--- src/rtl/wisc_pipe_pkg.sv ---
// rtl/wisc_pipe_pkg.sv - shared pipeline widths and skid-buffer state encoding
//
// Purpose : default datapath widths and the FSM state type shared by the
//           EX->MEM result skid buffer and its entry registers.
// Ports   : none (package).
package wisc_pipe_pkg;

  localparam int ALU_RESULT_W = 16;
  localparam int ALU_DEST_W   = 3;

  typedef enum logic [1:0] {
    ST_EMPTY = 2'b00,
    ST_ONE   = 2'b01,
    ST_FULL  = 2'b10
  } skid_state_e;

endpackage

--- src/rtl/pipe_entry_reg.sv ---
// rtl/pipe_entry_reg.sv - load-enabled pipeline entry register with async reset
//
// Purpose : holds one packed pipeline entry; loads d when ld is high.
// Ports   : clk   - rising-edge clock
//           rst_n - asynchronous active-low reset, clears the entry to 0
//           ld    - load enable
//           d     - next entry value
//           q     - held entry
module pipe_entry_reg #(
  parameter int W = 20
) (
  input  logic         clk,
  input  logic         rst_n,
  input  logic         ld,
  input  logic [W-1:0] d,
  output logic [W-1:0] q
);

  logic [W-1:0] data_q;
  logic [W-1:0] data_d;

  always_comb begin
    data_d = data_q;
    if (ld) begin
      data_d = d;
    end
  end

  always_ff @(posedge clk or negedge rst_n) begin
    if (!rst_n) begin
      data_q <= '0;
    end else begin
      data_q <= data_d;
    end
  end

  assign q = data_q;

endmodule

--- src/rtl/alu_result_skid.sv ---
// rtl/alu_result_skid.sv - 2-entry skid buffer between the EX and MEM stages
//
// Purpose : decouples the ALU result handshake from MEM backpressure. The main
//           register is the head and drives out_*; the skid register catches
//           one extra result so in_ready never depends on out_ready.
//           Optional feature macro: ALU_SKID_ZERO_FLAG_EN adds out_zero, a
//           per-entry flag of (in_result == 0) captured at push.
// Ports   : clk, rst_n             - clock, asynchronous active-low reset
//           in_valid/in_ready      - EX-side handshake
//           in_result/in_dest/in_wr- EX result word, destination, write enable
//           flush                  - discard all held entries
//           out_valid/out_ready    - MEM-side handshake
//           out_result/out_dest/out_wr - head entry
//           out_zero               - head entry zero flag (macro only)
module alu_result_skid
  import wisc_pipe_pkg::*;
#(
  parameter int WIDTH  = ALU_RESULT_W,
  parameter int DEST_W = ALU_DEST_W
) (
  input  logic              clk,
  input  logic              rst_n,
  input  logic              in_valid,
  output logic              in_ready,
  input  logic [WIDTH-1:0]  in_result,
  input  logic [DEST_W-1:0] in_dest,
  input  logic              in_wr,
  input  logic              flush,
  output logic              out_valid,
  input  logic              out_ready,
  output logic [WIDTH-1:0]  out_result,
  output logic [DEST_W-1:0] out_dest,
  output logic              out_wr
`ifdef ALU_SKID_ZERO_FLAG_EN
  ,
  output logic              out_zero
`endif
);

  // Entry layout, LSB first: result, dest, wr, then the optional zero flag.
`ifdef ALU_SKID_ZERO_FLAG_EN
  localparam int ENTRY_W = WIDTH + DEST_W + 2;
`else
  localparam int ENTRY_W = WIDTH + DEST_W + 1;
`endif

  skid_state_e        state_q;
  skid_state_e        state_d;
  logic [ENTRY_W-1:0] in_entry;
  logic [ENTRY_W-1:0] main_q;
  logic [ENTRY_W-1:0] main_nx;
  logic [ENTRY_W-1:0] skid_q;
  logic [ENTRY_W-1:0] skid_nx;
  logic               main_ld;
  logic               skid_ld;
  logic               push;
  logic               pop;

`ifdef ALU_SKID_ZERO_FLAG_EN
  assign in_entry = {(in_result == '0), in_wr, in_dest, in_result};
`else
  assign in_entry = {in_wr, in_dest, in_result};
`endif

  // Handshake flags come only from the state register.
  assign in_ready  = (state_q != ST_FULL);
  assign out_valid = (state_q != ST_EMPTY);
  assign push      = in_valid && in_ready;
  assign pop       = out_valid && out_ready;

  // Any entry that becomes invalid is reloaded with zero so stale data never
  // sits in the registers.
  always_comb begin
    state_d = state_q;
    main_ld = 1'b0;
    main_nx = in_entry;
    skid_ld = 1'b0;
    skid_nx = '0;
    if (flush) begin
      state_d = ST_EMPTY;
      main_ld = 1'b1;
      main_nx = '0;
      skid_ld = 1'b1;
    end else begin
      unique case (state_q)
        ST_EMPTY: begin
          if (push) begin
            main_ld = 1'b1;
            state_d = ST_ONE;
          end
        end
        ST_ONE: begin
          if (push && pop) begin
            main_ld = 1'b1;
          end else if (push) begin
            skid_ld = 1'b1;
            skid_nx = in_entry;
            state_d = ST_FULL;
          end else if (pop) begin
            main_ld = 1'b1;
            main_nx = '0;
            state_d = ST_EMPTY;
          end
        end
        ST_FULL: begin
          // in_ready is low here, so only a pop can happen.
          if (pop) begin
            main_ld = 1'b1;
            main_nx = skid_q;
            skid_ld = 1'b1;
            state_d = ST_ONE;
          end
        end
        default: begin
          state_d = ST_EMPTY;
          main_ld = 1'b1;
          main_nx = '0;
          skid_ld = 1'b1;
        end
      endcase
    end
  end

  always_ff @(posedge clk or negedge rst_n) begin
    if (!rst_n) begin
      state_q <= ST_EMPTY;
    end else begin
      state_q <= state_d;
    end
  end

  pipe_entry_reg #(.W(ENTRY_W)) u_main (
    .clk   (clk),
    .rst_n (rst_n),
    .ld    (main_ld),
    .d     (main_nx),
    .q     (main_q)
  );

  pipe_entry_reg #(.W(ENTRY_W)) u_skid (
    .clk   (clk),
    .rst_n (rst_n),
    .ld    (skid_ld),
    .d     (skid_nx),
    .q     (skid_q)
  );

  assign out_result = main_q[WIDTH-1:0];
  assign out_dest   = main_q[WIDTH +: DEST_W];
  assign out_wr     = main_q[WIDTH+DEST_W];
`ifdef ALU_SKID_ZERO_FLAG_EN
  assign out_zero   = main_q[WIDTH+DEST_W+1];
`endif

endmodule

--- config.mk ---
export PLATFORM = sky130hd
export DESIGN_NAME = alu_result_skid
export DESIGN_NICKNAME = d
export VERILOG_FILES = /design/src/rtl/wisc_pipe_pkg.sv /design/src/rtl/pipe_entry_reg.sv /design/src/rtl/alu_result_skid.sv
export SDC_FILE = /design/constraint.sdc
export NUM_CORES = 1
export LEC_CHECK = 0
export CAP_MARGIN = 20
export CORE_MARGIN = 4
export CORE_UTILIZATION = 51
export DETAILED_ROUTE_END_ITERATION = 8
export PLACE_DENSITY = 0.8
export SYNTH_ARGS = -nofsm -noshare
export SYNTH_HDL_FRONTEND = slang
export SYNTH_HIERARCHICAL = 1
export SYNTH_SLANG_ARGS = --single-unit
--- constraint.sdc ---
create_clock -name clk -period 1.87 [get_ports clk]
set_input_delay 0.374 -clock clk [delete_from_list [all_inputs] [get_ports clk]]
set_output_delay 0.374 -clock clk [all_outputs]
set_load 0.01 [all_outputs]
# == Word level (Yosys, flattened, before mapping) ==
# Index checks and enable logic that the tools add are counted.
# word_totals
register_bits,42
inputBits,25
out_inout_bits,22
wordCells,42
# op_classes
n_eq_ne,7
n_mux,26
reduce_logical,6
# op_table
op,n
2-to-1 mux 20 bit,9
case mux 20 bit (3 select lines),1
2-to-1 mux 2 bit,6
inequality test 3 bit (second input constant),3
2-to-1 mux 1 bit,7
case mux 1 bit (3 select lines),2
case mux 2 bit (3 select lines),1
inequality test 4 bit (second input constant),1
AND reduction 4 bit,1
logical AND 1 bit,3
== test 2 x 1 -> 1 bit (second input constant),1
== test 2 bit (second input constant),1
zero test 2 bit,1
inequality test 2 bit (second input constant),1
nonzero test 2 bit,1

# == Longest topological paths before layout ==
# depth
ltp_word,7
mapped_depth,6
ltp_nobuf,4

# == Hierarchy ==
# The synthesis kept the hierarchy.
# by_module_without_submodules
mod,n_inst,cells_per_inst,area_each_um2
pipe_entry_reg,2,42,823.3
alu_result_skid,1,74,584.3

# == Worst setup path after synthesis ==
# Ideal clock, no wire load.
# synth_path
path_kind,reg2reg
startpoint,reg state_q[1]
endpoint,"reg u_main.data_q[0], in the netlist u_main/q[0]"
arrival_ns,1.465
t_required_ns,1.745
path_slack_ns,0.280
path_stages_with_launch,7
path_buffers,2
synth_period_minus_slack_ns,1.590
cell_sequence,dfrtp_1 > buf_2 > or2_2 > nor2_1 > o21bai_1 > buf_6 > mux2_4
# synth_between
elab_chain_len,7
elab_cells_between_ends,20
classes_between,eq/ne: 3; mux: 12; reduce/logical: 5
# synth_rtl
item,line,source
"start, declared",alu_result_skid.sv:47,skid_state_e state_q;
"start signal, assigned",alu_result_skid.sv:128,state_q <= state_d;
nonzero test 2 bit *,alu_result_skid.sv:67,assign out_valid = (state_q != ST_EMPTY);
via out_valid,alu_result_skid.sv:29,"output logic out_valid,"
logical AND 1 bit *,alu_result_skid.sv:69,assign pop = out_valid && out_ready;
2-to-1 mux 1 bit,"alu_result_skid.sv:99, alu_result_skid.sv:107",
2-to-1 mux 1 bit,alu_result_skid.sv:95,end else if (push) begin
2-to-1 mux 1 bit,alu_result_skid.sv:93,if (push && pop) begin
case mux 1 bit (3 select lines) *,alu_result_skid.sv:85,unique case (state_q)
2-to-1 mux 1 bit *,alu_result_skid.sv:79,if (flush) begin
via main_ld,alu_result_skid.sv:54,logic main_ld;
"end signal, assigned",pipe_entry_reg.sv:33,data_q <= data_d;
"end, declared",pipe_entry_reg.sv:19,logic [W-1:0] data_q;
# The timed path passes the listed nets; every way through them passes the cells marked *.
# A chain may end at the register's enable or synchronous reset.

# == Worst setup path after layout ==
# layout_path
startpoint,in out_ready
endpoint,"reg u_skid.data_q[7], in the netlist u_skid/q[7]"
# layout_between
elab_chain_len,5
elab_cells_between_ends,9
classes_between,mux: 7; reduce/logical: 2
# layout_rtl
item,line,source
"start, declared",alu_result_skid.sv:30,"input logic out_ready,"
logical AND 1 bit *,alu_result_skid.sv:69,
logical AND 1 bit,alu_result_skid.sv:93,
2-to-1 mux 1 bit,alu_result_skid.sv:93,
case mux 1 bit (3 select lines) *,alu_result_skid.sv:85,
2-to-1 mux 1 bit *,alu_result_skid.sv:79,
via skid_ld,alu_result_skid.sv:55,logic skid_ld;
"end signal, assigned",pipe_entry_reg.sv:33,
"end, declared",pipe_entry_reg.sv:19,
# Marked as above.

==> qor.txt <==
status = completed
Synth cell types = 24
commonest cells after routing, fill and taps aside = 43 x clkdlybuf4s50_1, 41 x dfrtp_1, 40 x mux2_4
crit start category = input port
DR WL/cell = 19.41 microns
clock tree buffer depth = 2
largest family of logic cells by synthesized area = multiplexers
DR iter-0 viols = 119
CP max-delay cell = clkdlybuf4s50_1
Synth Register Bits = 42
post-detailed-placement half-perimeter wirelength = 3380 microns
maximum vdd drop = 0.5202 mV
reg-to-reg startpoint = state_q[1]
clk sinks = 42
CTS root buffer = clkbuf_8
Max stage delay on crit path = 510 ps
via total after detailed routing = 1,526
Post-Synth Simple-Gate Area = 9.983%
die width = 74.14 microns
top cells by area, synth = dfrtp_1 47%, mux2_4 27%, a32o_1 9.0%, and2_1 5.6%, buf_6 2.0%
min cycle time layout = 1825 ps
multiplexer share of the synthesized area = 26.92%
first-pass GRT wire length = 8252 microns
critical path class = in2reg
WL final = 5066 microns
top cell type's share of synthesized area = 47.11%
area grow syn2layout = 31.30%
setup violators final = 0
H-tree depth = 2
worst r2r dst = u_skid/q[16]
1st-pass router iterations = 4
Synth area leader = dfrtp_1
Reg clk slew, reported paths = 80 ps
worst skew pair latency = 290 ps
register area share after synthesis = 47.11%
post-detailed-route DRC marker count = 0
sequence of cells on the critical path = clkdlybuf4s50_1 -> buf_4 -> nor2b_1 -> o22ai_1 -> nand2b_1 -> buf_12 -> mux2_4
Global Route Usage Sum = 19.80%
DRT antenna net count = 0
Syn Std Cell Area = 2231 sq um
Syn. warnings = 6
largest net degree at the start of global routing = 23
CTS tree = built
GP Congestion = 0.7533
Buffers on Ports = 46
cell count after synthesis = 158
Slew Limit Fails = 0
type of the worst min-delay path = in2async
n_diodes = 0
Cell Pwr Density = 730.5 nW/um^2
R2R Setup Slk = 120 ps
Congestion Overflow GR = 0
R2R depth = 5
CP top delay family = buffers and inverters
Fmax = 0.5481 GHz
crit end category = register
commonest non-fill, non-tap cell in the layout = clkdlybuf4s50_1
Compound-Gate Fraction of Synth Area = 11.50%
Sum Neg Setup Slack = 0 ps
row count = 23
vias in the first global route = 1,674
Nets = 235
antenna violations before repair = 0
vias per inst = 5.847
crit path max fanout = 20
P_leak = 1.375 nW
Die Y = 74.14 microns
Avg Inst Size Synth = 14.12 sq um
die area = 5497 sq um
dpl cell area = 2796 sq um
period utilization = 97.57%
worst slew pin tran = 608.7 ps
final instance area = 2929 sq um
# hold bufs at CTS = 0
worst endpoint data arrival time = 2000 ps
Mapped Nets = 183
IO Count = 47
clock skew = 5.775 ps
CTS Buf Count = 5
Worst Path Required = 2040 ps
worst path bufs/invs = 3
Adder-Cell Fraction of Synth Area = 0%
Max-Cap Viols = 0
final hold vios = 0
share of cells above drive strength 1 = 33.18%
starting density of the core = 54.21%
core area = 4115 sq um
Slew headroom = 59.29%
Post-Synth XOR/XNOR Area = 0%
state kept, by name (all words and copies together), names as in the netlist:
signal    count
u_main/q     20
state_q       2
u_skid/q     20
cells by family (layout without fill, tap and decap cells):
logic type             count (synthesis)  in the layout
muxes                                 40             40
DFF                                   42             42
AOI/OAI and AO/OA                     29             29
and+or+nand+nor                       33             33
buffers and inverters                 14             67
cell type report:
class                   instances  area [sq um]
flip-flops and latches         42          1052
multi-input cells             102          1101
repair buffers                 59         604.3
clock buffers                   5         68.82
fillers                       271          1186
well taps                      50         62.56
clock inverters                 3         40.04
through the flow:
| stage | hold slack [ps] | worst slack (ps) | utilization [%] | power (mW) | std cells |
|---|---|---|---|---|---|
| floorplan | 78.41 | 280.1 | - | 1.234 | 158 |
| global route | 79.40 | -32.34 | 71.18 | 2.225 | 261 |
| global placement | 380.0 | -285.3 | 67.95 | 1.439 | 252 |
| finish | 54.88 | 45.49 | 71.18 | 2.140 | 261 |
| detailed placement | 389.7 | -377.6 | 67.95 | 1.451 | 252 |
| CTS | 70.10 | 10.39 | 70.93 | 2.156 | 261 |
power by group:
group          internal, mW  switching, mW  total (mW)
Clock                 0.393          0.309       0.702
Sequential            0.959         0.0334       0.992
Combinational         0.269          0.177       0.446
Total                  1.62          0.519        2.14
worst max path at each step:
stage / slack [ps] / cells past startpoint / end / start
after floorplan: 280 / 6 / u_main/q[0] / state_q[1]
after global placement: -290 / 5 / u_skid/q[18] / in_valid
after detailed placement: -380 / 5 / u_skid/q[16] / in_valid
after CTS: 10 / 4 / u_main/q[16] / flush
after global routing: -30 / 7 / u_skid/q[3] / out_ready
final: 50 / 7 / u_skid/q[7] / out_ready
cell usage after synthesis, drive strengths merged:
master	count
a32o	20
clkbuf	3
a21bo	1
nand3b	1
a211oi	1
buf	11
nand2b	4
and2b	1
o22ai	1
nor2b	1
or2	1
nor3b	2
dfrtp	42
a21oi	4
and2	20
nor2	2
mux2	40
o21bai	1
o21ai	1
nor3	1
routing by layer:
metal,wire [microns],vias up,share of wire (%),track usage (%)
li1,-,681,-,-
met1,2170,800,43,24.76
met2,2626,39,52,34.06
met3,209,6,4.1,4.459
met4,59,0,1.2,6.237
met5,0,-,0,0
what timing repair did:
action	CTS	global route
gates resized for setup	3	2
setup endpoints to repair	22	21
buffers inserted	1	0
No activity file was read; power rests on OpenSTA's default activity.
